**config.mk**
```make
export PLATFORM = sky130hd
export DESIGN_NAME = aes_round_scheduler_flat
export DESIGN_NICKNAME = d
export VERILOG_FILES = /design/src/rtl/aes_round_scheduler_pkg.sv /design/src/rtl/aes_round_scheduler_if.sv /design/src/rtl/aes_round_scheduler_rr_arbiter.sv /design/src/rtl/aes_round_scheduler.sv /design/src/flat_wrapper.sv
export SDC_FILE = /design/constraint.sdc
export NUM_CORES = 1
export LEC_CHECK = 0
export ABC_AREA = 1
export BUFFER_PORTS_ARGS = -buffer_cell sky130_fd_sc_hd__buf_2
export CAP_MARGIN = 5
export CORE_MARGIN = 1
export CORE_UTILIZATION = 45
export DETAILED_ROUTE_END_ITERATION = 8
export PLACE_DENSITY_LB_ADDON = 0.08
export SYNTH_ARGS = -nofsm -noshare
export SYNTH_HDL_FRONTEND = slang
export SYNTH_SLANG_ARGS = --single-unit
```
**constraint.sdc**
```tcl
create_clock -name clk -period 2.2 [get_ports clk]
set_clock_uncertainty 0.05 [all_clocks]
set_input_delay 0.11 -clock clk [delete_from_list [all_inputs] [get_ports clk]]
set_output_delay 0.11 -clock clk [all_outputs]
set_load 0.005 [all_outputs]
```
**src/rtl/aes_round_scheduler_pkg.sv**
```systemverilog
// Shared definitions for the AES round scheduler.
//   - sched_state_e : scheduler FSM states (IDLE/LOAD/ROUND/DONE)
//   - AES*_ROUNDS   : round counts for the three AES key sizes
package aes_sched_pkg;

    typedef enum logic [1:0] {
        S_IDLE  = 2'd0,
        S_LOAD  = 2'd1,
        S_ROUND = 2'd2,
        S_DONE  = 2'd3
    } sched_state_e;

    localparam int AES128_ROUNDS = 10;
    localparam int AES192_ROUNDS = 12;
    localparam int AES256_ROUNDS = 14;

endpackage

```
**src/rtl/aes_round_scheduler_if.sv**
```systemverilog
// Requester / datapath control bundle of the AES round scheduler.
//   master : requester and result-consumer side (drives req_valid, done_ready)
//   slave  : scheduler side (drives grants, datapath controls, completion)
interface aes_round_scheduler_if #(
    parameter int NUM_REQ = 2,
    parameter int CNT_W   = 4,
    parameter int ID_W    = (NUM_REQ > 1) ? $clog2(NUM_REQ) : 1
);
    logic [NUM_REQ-1:0] req_valid;
    logic [NUM_REQ-1:0] req_ready;
    logic               ld;
    logic               round_en;
    logic [CNT_W-1:0]   round_cnt;
    logic               first_round;
    logic               last_round;
    logic               busy;
    logic               done_valid;
    logic [ID_W-1:0]    done_id;
    logic               done_ready;

    modport master (
        output req_valid, done_ready,
        input  req_ready, ld, round_en, round_cnt, first_round,
               last_round, busy, done_valid, done_id
    );

    modport slave (
        input  req_valid, done_ready,
        output req_ready, ld, round_en, round_cnt, first_round,
               last_round, busy, done_valid, done_id
    );
endinterface

```
**src/rtl/aes_round_scheduler_rr_arbiter.sv**
```systemverilog
// Rotating-priority arbiter.
//   req     : request vector
//   advance : a grant was accepted this cycle; move priority past the winner
//   gnt     : one-hot grant (combinational from req and the priority pointer)
//   gnt_idx : encoded index of gnt
// After reset index 0 has highest priority.
module rr_arbiter #(
    parameter int N  = 2,
    parameter int IW = (N > 1) ? $clog2(N) : 1
) (
    input  logic          clk,
    input  logic          rst,
    input  logic [N-1:0]  req,
    input  logic          advance,
    output logic [N-1:0]  gnt,
    output logic [IW-1:0] gnt_idx
);
    localparam int IW1 = IW + 1;

    logic [IW-1:0] ptr_q;
    logic [IW-1:0] ptr_d;
    logic [IW:0]   sum_v;
    logic [IW-1:0] idx_v;
    logic          found_v;

    // Scan from the priority pointer, wrapping modulo N, and take the first requester.
    always_comb begin
        gnt     = {N{1'b0}};
        gnt_idx = {IW{1'b0}};
        found_v = 1'b0;
        sum_v   = {IW1{1'b0}};
        idx_v   = {IW{1'b0}};
        for (int i = 0; i < N; i++) begin
            sum_v = {1'b0, ptr_q} + IW1'(i);
            if (sum_v >= IW1'(N)) begin
                sum_v = sum_v - IW1'(N);
            end else begin
                sum_v = sum_v;
            end
            idx_v = sum_v[IW-1:0];
            if (!found_v && req[idx_v]) begin
                gnt[idx_v] = 1'b1;
                gnt_idx    = idx_v;
                found_v    = 1'b1;
            end else begin
                found_v = found_v;
            end
        end
    end

    // Next priority: the requester after the winner, only on an accepted grant.
    always_comb begin
        if (advance) begin
            if (gnt_idx == IW'(N - 1)) begin
                ptr_d = {IW{1'b0}};
            end else begin
                ptr_d = gnt_idx + IW'(1);
            end
        end else begin
            ptr_d = ptr_q;
        end
    end

    // Priority pointer register.
    always_ff @(posedge clk or posedge rst) begin
        if (rst) begin
            ptr_q <= {IW{1'b0}};
        end else begin
            ptr_q <= ptr_d;
        end
    end
endmodule

```
**src/rtl/aes_round_scheduler.sv**
```systemverilog
// AES round scheduler: arbitrates requesters onto one iterative AES round
// datapath, sequences load / rounds / completion.
//   clk, rst : clock, asynchronous active-high reset
//   bus      : requester handshake, datapath controls (ld, round_en,
//              round_cnt, first_round, last_round), busy and the
//              completion handshake (done_valid/done_id/done_ready)
// All outputs except req_ready are decoded from registered state.
module aes_round_scheduler
    import aes_sched_pkg::*;
#(
    parameter int NUM_REQ    = 2,
    parameter int NUM_ROUNDS = AES128_ROUNDS,
    parameter int CNT_W      = 4,
    parameter int ID_W       = (NUM_REQ > 1) ? $clog2(NUM_REQ) : 1
) (
    input  logic               clk,
    input  logic               rst,
    aes_round_scheduler_if.slave bus
);
    sched_state_e       state_q, state_d;
    logic [CNT_W-1:0]   cnt_q, cnt_d;
    logic [ID_W-1:0]    owner_q, owner_d;
    logic [NUM_REQ-1:0] gnt_s;
    logic [ID_W-1:0]    gnt_idx_s;
    logic               advance_s;

    // Any valid request in IDLE completes a transfer this cycle.
    assign advance_s = (state_q == S_IDLE) && (|bus.req_valid);

    rr_arbiter #(.N(NUM_REQ), .IW(ID_W)) u_arb (
        .clk     (clk),
        .rst     (rst),
        .req     (bus.req_valid),
        .advance (advance_s),
        .gnt     (gnt_s),
        .gnt_idx (gnt_idx_s)
    );

    // Next-state, round counter and owner capture.
    always_comb begin
        state_d = state_q;
        cnt_d   = cnt_q;
        owner_d = owner_q;
        case (state_q)
            S_IDLE: begin
                if (advance_s) begin
                    state_d = S_LOAD;
                    owner_d = gnt_idx_s;
                    cnt_d   = {CNT_W{1'b0}};
                end else begin
                    state_d = S_IDLE;
                end
            end
            S_LOAD: begin
                state_d = S_ROUND;
                cnt_d   = CNT_W'(1);
            end
            S_ROUND: begin
                // >= rather than == so a corrupted counter still terminates.
                if (cnt_q >= CNT_W'(NUM_ROUNDS)) begin
                    state_d = S_DONE;
                    cnt_d   = {CNT_W{1'b0}};
                end else begin
                    cnt_d   = cnt_q + CNT_W'(1);
                end
            end
            S_DONE: begin
                if (bus.done_ready) begin
                    state_d = S_IDLE;
                end else begin
                    state_d = S_DONE;
                end
            end
            default: begin
                state_d = S_IDLE;
                cnt_d   = {CNT_W{1'b0}};
                owner_d = {ID_W{1'b0}};
            end
        endcase
    end

    // State, counter and owner registers.
    always_ff @(posedge clk or posedge rst) begin
        if (rst) begin
            state_q <= S_IDLE;
            cnt_q   <= {CNT_W{1'b0}};
            owner_q <= {ID_W{1'b0}};
        end else begin
            state_q <= state_d;
            cnt_q   <= cnt_d;
            owner_q <= owner_d;
        end
    end

    // Output decode from registered state; only req_ready sees req_valid.
    always_comb begin
        bus.req_ready   = {NUM_REQ{1'b0}};
        bus.ld          = 1'b0;
        bus.round_en    = 1'b0;
        bus.first_round = 1'b0;
        bus.last_round  = 1'b0;
        bus.busy        = 1'b0;
        bus.done_valid  = 1'b0;
        bus.done_id     = {ID_W{1'b0}};
        bus.round_cnt   = cnt_q;
        case (state_q)
            S_IDLE: begin
                bus.req_ready = gnt_s;
            end
            S_LOAD: begin
                bus.ld   = 1'b1;
                bus.busy = 1'b1;
            end
            S_ROUND: begin
                bus.round_en    = 1'b1;
                bus.busy        = 1'b1;
                bus.first_round = (cnt_q == CNT_W'(1));
                bus.last_round  = (cnt_q == CNT_W'(NUM_ROUNDS));
            end
            S_DONE: begin
                bus.busy       = 1'b1;
                bus.done_valid = 1'b1;
                bus.done_id    = owner_q;
            end
            default: begin
                bus.busy = 1'b0;
            end
        endcase
    end
endmodule

```
**src/flat_wrapper.sv**
```systemverilog
// flat-port wrapper written by rule: the top's interface ports become plain ports
module aes_round_scheduler_flat import aes_sched_pkg::*;
#(
    parameter int NUM_REQ    = 2,
    parameter int NUM_ROUNDS = AES128_ROUNDS,
    parameter int CNT_W      = 4,
    parameter int ID_W       = (NUM_REQ > 1) ? $clog2(NUM_REQ) : 1
)
  (clk, rst, bus_req_valid, bus_done_ready, bus_req_ready, bus_ld, bus_round_en, bus_round_cnt, bus_first_round, bus_last_round, bus_busy, bus_done_valid, bus_done_id);
  aes_round_scheduler_if #(.NUM_REQ(NUM_REQ), .CNT_W(CNT_W), .ID_W(ID_W)) bus_i ();
  input  logic clk;
  input  logic rst;
  input wire logic [$bits(bus_i.req_valid)-1:0] bus_req_valid;
  input wire logic [$bits(bus_i.done_ready)-1:0] bus_done_ready;
  output wire logic [$bits(bus_i.req_ready)-1:0] bus_req_ready;
  output wire logic [$bits(bus_i.ld)-1:0] bus_ld;
  output wire logic [$bits(bus_i.round_en)-1:0] bus_round_en;
  output wire logic [$bits(bus_i.round_cnt)-1:0] bus_round_cnt;
  output wire logic [$bits(bus_i.first_round)-1:0] bus_first_round;
  output wire logic [$bits(bus_i.last_round)-1:0] bus_last_round;
  output wire logic [$bits(bus_i.busy)-1:0] bus_busy;
  output wire logic [$bits(bus_i.done_valid)-1:0] bus_done_valid;
  output wire logic [$bits(bus_i.done_id)-1:0] bus_done_id;
  assign bus_i.req_valid = bus_req_valid;
  assign bus_i.done_ready = bus_done_ready;
  assign bus_req_ready = bus_i.req_ready;
  assign bus_ld = bus_i.ld;
  assign bus_round_en = bus_i.round_en;
  assign bus_round_cnt = bus_i.round_cnt;
  assign bus_first_round = bus_i.first_round;
  assign bus_last_round = bus_i.last_round;
  assign bus_busy = bus_i.busy;
  assign bus_done_valid = bus_i.done_valid;
  assign bus_done_id = bus_i.done_id;
  aes_round_scheduler #(.NUM_REQ(NUM_REQ), .NUM_ROUNDS(NUM_ROUNDS), .CNT_W(CNT_W), .ID_W(ID_W)) u_core (.clk(clk), .rst(rst), .bus(bus_i));
endmodule
```
== Yosys cells after proc, flatten, opt, wreduce, memory -nomap -nowiden ==
Cells that the tools add are included.
Operators by class
  magnitude comparators: 7
  $add $sub $neg: 5
  reductions and logical operators: 11
  muxes and demuxes: 31
  bitwise operators: 1
  equal/unequal tests: 7
Operators with widths (number)
  two-way mux 1 bit: 20
  case mux 4 bit (3 select lines): 1
  two-way mux 2 bit: 5
  two-way mux 4 bit: 2
  case mux 2 bit (4 select lines): 1
  adder 4 x 1 -> 4 bit (second input constant): 1
  == test 2 bit (second input constant): 2
  == test 4 x 1 -> 1 bit (second input constant): 1
  == test 4 bit (second input constant): 1
  >= comparator 4 bit (second input constant): 1
  logical AND 1 bit: 4
  less-than comparator 1 x 2 -> 1 bit (second input constant): 2
  != test 2 x 1 -> 1 bit (second input constant): 2
  AND reduction 2 bit: 2
  nonzero test 3 bit: 1
  OR reduction 3 bit: 1
  adder 1 x 1 -> 2 bit (second input constant): 1
  demux 1 bit (select 1 bit): 2
  == test 2 x 1 -> 1 bit (second input constant): 1
  >= comparator 1 bit (second input constant): 2
  >= comparator 1 x 2 -> 1 bit (second input constant): 1
  >= comparator 2 bit (second input constant): 1
  logical NOT 2 bit: 1
  bitwise OR 2 bit: 1
  4 further kinds: 5
Storage, ports and cells
  logic and storage cells: 66
  output and inout bits: 13
  register bits after elaboration: 8

== Longest topological paths before layout ==
  depth after elaboration: 10
  mapped depth: 9

== Modules after synthesis ==
A second synthesis with hierarchy kept.
Second synthesis, totals
  cell total of the unflattened synthesis: 92
  area, all modules: 643.1 um^2
By module, submodules not included
  aes_round_scheduler: area an instance 574.3 um^2, cells each 80, instances 1
  rr_arbiter: area an instance 68.8 um^2, cells each 12, instances 1

== Worst setup path after synthesis ==
Ideal clock, no wire load.
  kind: register to register
  start point: register u_core.state_q[0]
  end point: register u_core.state_q[0]
  library setup time: 0.116 ns
  required time: 2.034 ns
  period minus slack after synthesis: 1.295 ns
  data arrival time: 1.129 ns
  setup slack: 0.905 ns
  buffers on the path: 0
  cell stages (with the launch flop): 9
  cell sequence: dfrtp_1 -> inv_1 -> ha_1 -> inv_1 -> o21ai_0 -> nand2_1 -> o21ai_0 -> nand2_1 -> nand2_1
On the way
  cells in the longest elaborated chain, start to end: 4
  elaborated cells on any way between the ends: 8
  classes of those cells: eq/ne: 4; mux: 2; reduce/logical: 2
RTL lines
  from (decl): line aes_round_scheduler.sv:20  | sched_state_e state_q, state_d;
  from (signal assigned): line aes_round_scheduler.sv:89  | state_q <= state_d;
  logical NOT 2 bit: line aes_round_scheduler.sv:28, aes_round_scheduler.sv:44
  logical AND 1 bit: line aes_round_scheduler.sv:28  | assign advance_s = (state_q == S_IDLE) && (|bus.req_valid);
  two-way mux 1 bit: line aes_round_scheduler.sv:46  | if (advance_s) begin
  case mux 2 bit (4 select lines): line aes_round_scheduler.sv:44  | case (state_q)
Several ways; a longest one is shown, not always the timed one.
A chain may end at the register's enable or synchronous reset.

== Final worst setup path ==
  start point: register u_core.state_q[0]
  end point: output port bus_req_ready[0]
On the way
  cells in the longest elaborated chain, start to end: 2
RTL lines
  logical NOT 2 bit: line aes_round_scheduler.sv:106  | case (state_q)
  two-way mux 2 bit: line aes_round_scheduler.sv:106
  to (decl): line flat_wrapper.sv:15  | output wire logic [$bits(bus_i.req_ready)-1:0] bus_req_ready;
No other way between the ends.

==> flow_summary.toml <==
[run_status]
status = "completed"

[global_routing]
antenna_found_initial = 0
grt_max_degree = 9
track_usage_pct = 20.7
globalRouteOverflowTotal = 0
first_global_vias = 491
grt_pass1_wl_mm = 2.06

[worst_setup_path]
worstSetupEndpointType = "output pin"
crit_path_frequent_cell = "inv_1"
cp_cell_sequence = "inv_1 -> ha_1 -> inv_1 -> a211oi_2 -> buf_2"
crit_fanout = 5
crit_buf_inv = 3
critPathTopFamily = "flip-flops"
path_depth = 5
cp.required_ns = 2.04
r2r_cells = 8
reg2reg_from = "u_core.state_q[0]"
cp_slowest_cell = "dfrtp_1"
cp-start-kind = "flip-flop"
cp.arrival_ns = 1.52
max_stage_delay_ns = 0.43
cp-startpoint = "u_core.state_q[0]"
crit_type = "reg2out"

[floorplan]
ioPinCount = 18
die_y_um = 38.9
dieArea_um2 = 1510
coreArea_um2 = 1190
start_util_pct = 51.6
row_count = 12
die_w_um = 38.9

[clock_network]
tritoncts = "yes"
insertion_delay_ns = 0.26
cts_root_buffer = "clkbuf_4"
clk_pin_slew_ns = 0.06
cts_resized = 0
htree_levels = 1
cts_buffers = 3
cts.sinks = 8
cts_buffer_depth = 2

[placement]
dp.cells = 117
gp_congestion = 0.740
dp_hpwl_um = 995
portBuffers = 17

[final_layout]
fin_nets = 122
syn_to_final_growth_pct = 22.1
antennaDiodeCount = 0
final_layout_size_suffix_gt1_share_pct = 22.4
finalNonFillerCells = 121

[synth]
synthCells = 86
ys_top_cells_by_count = "nand2_1, inv_1, dfrtp_1, ha_1, nand3_1"
syn_area_um2 = 612
ys_warn_count = 0
netlist_top_cells_area = "dfrtp_1, nand2_1, ha_1, inv_1, nand3_1"
yosysSeqAreaShare_pct = 32.7
synth_area_per_cell_um2 = 7.11
synth.distinct_cells = 15
yosys.area.top_type = "dfrtp_1"
synth_edf_count = 0
synth_ff_type = "dfrtp_1"
synth_async_sr_flop_share_pct = 100
syn_nets = 99
synth-seq-cells = 8
yosysMostFrequentCell = "nand2_1"
synth_top_area_share_pct = 32.7

[power_and_ir_drop]
p_int_uw = 409
swShare_pct = 46.8
leakage_nw = 0.472
power_uw = 768
pwr-share-seq_pct = 31.5
power.switching_uw = 359
clkPwrFrac_pct = 15.9
combPwrFrac_pct = 52.6
vdd_drop_max_v = 0.000616
power_density_nw_per_um2 = 1030

[flow_run]
cap_violations = 0

[sta]
worst_slew_pin_slew_ns = 0.334
setup_violations = 0
max_clock_freq_mhz = 597
tns_ns = 0
final_max_slew_viol_count = 0
slew_headroom_pct = 77.7
rsz0062_at_grt = "false"
fin_crit_sh_pct = 76.2
layout_min_cycle_time_ns = 1.68
finalHoldViolations = 0

[min_path]
whs_path_depth = 4
hold_start = "bus_done_ready"
min_path_type = "in2reg"

[drt]
wl_per_cell_um = 10.7
wirelength_mm = 1.30
vias = 569
first_pass_iters = 5
drt_iter0_drc = 19
viasPerCell = 4.70
drcViolationCount = 0
ant_nets = 0
## what timing repair did
action	in CTS	in global routing
hold endpoints to repair	8	0
setup endpoints to repair	0	0
setup buffers	0	0
hold buffers	1	0
## logic make-up (layout without fill, tap and decap cells)
kind of cell             Yosys count  count (layout)  share of synthesized area, %
adder cells (fa/ha/maj)            8               8                          16.4
buffers and inverters             20              41                          12.3
AND/OR/NAND/NOR                   40              40                          27.0
flip-flops                         8               8                          32.7
AO/OA/AOI/OAI                     10              10                          11.7
## state kept, by name, indices dropped and copies added (netlist names)
name,flops
u_core.bus.round_cnt,4
u_core.state_q,2
u_core.u_arb.ptr_q,1
u_core.owner_q,1
## power groups by stage
stage	sequential [mW]	combinational [mW]	clock (mW)
floorplan	0.233	0.290	0
global placement	0.241	0.403	0
detailed placement	0.244	0.403	0
CTS	0.241	0.407	0.125
global route	0.248	0.464	0.134
finish	0.242	0.404	0.122
## through the flow
| step | utilization [%] | instance area (um2) | hold slack (ns) | setup WS, ns |
|---|---|---|---|---|
| final | 63.0 | 747 | 0.141 | 0.524 |
| after global routing | 63.0 | 747 | 0.180 | 0.435 |
| after CTS | 63.0 | 747 | 0.137 | 0.512 |
| after detailed placement | 60.2 | 714 | 0.0321 | 0.722 |
| after global placement | 60.2 | 714 | 0.0237 | 0.726 |
| after floorplan | - | 612 | -0.124 | 0.905 |
## metal layers
layer	routed length, um	global-route usage (%)	vias up
met5	0	0	-
met4	7	10.3	0
met3	56	5.20	2
met2	613	30.8	14
met1	620	27.3	245
li1	-	-	308
## path summary, 6_finish.rpt
check / to / slack, ns
setup / recovery: bus_req_ready[0] / 0.52
hold / removal: u_core.state_q[1] / 0.14
setup reg to reg: u_core.state_q[0] / 0.71
hold reg to reg: u_core.owner_q / 0.45
max in group asynchronous: u_core.bus.round_cnt[2] / 1.55
min in group asynchronous: u_core.u_arb.ptr_q / 0.30
## area by class of cell
| class | instances | area, um2 |
|---|---|---|
| sequential | 8 | 200 |
| timing repair buffer | 18 | 95.1 |
| tap | 14 | 17.5 |
| clock buffer | 3 | 22.5 |
| inverter | 20 | 75.1 |
| fill | 117 | 439 |
| multi-input combinational | 58 | 337 |
## tightest hold or removal path: cells and delay by family
family                 cells  cell delay (ns)
AO/OA/AOI/OAI              1             0.10
buffers and inverters      1             0.07
AND/OR/NAND/NOR            2             0.12
## placed cells by master, fill, tap and decap left out
cell type and n:
a21oi_1 1, dlygate4sd3_1 1, buf_2 17, ha_1 8
nand4_1 1, inv_1 20, nor2_1 3, nand2_1 27
a21oi_2 2, clkbuf_4 3, nor4_1 1, o21ai_2 1
nand3_1 7, a211oi_2 1, a21o_1 1, o21ai_0 4
dfrtp_1 8, nor3_1 1
No activity file was read; power rests on OpenSTA's default activity.
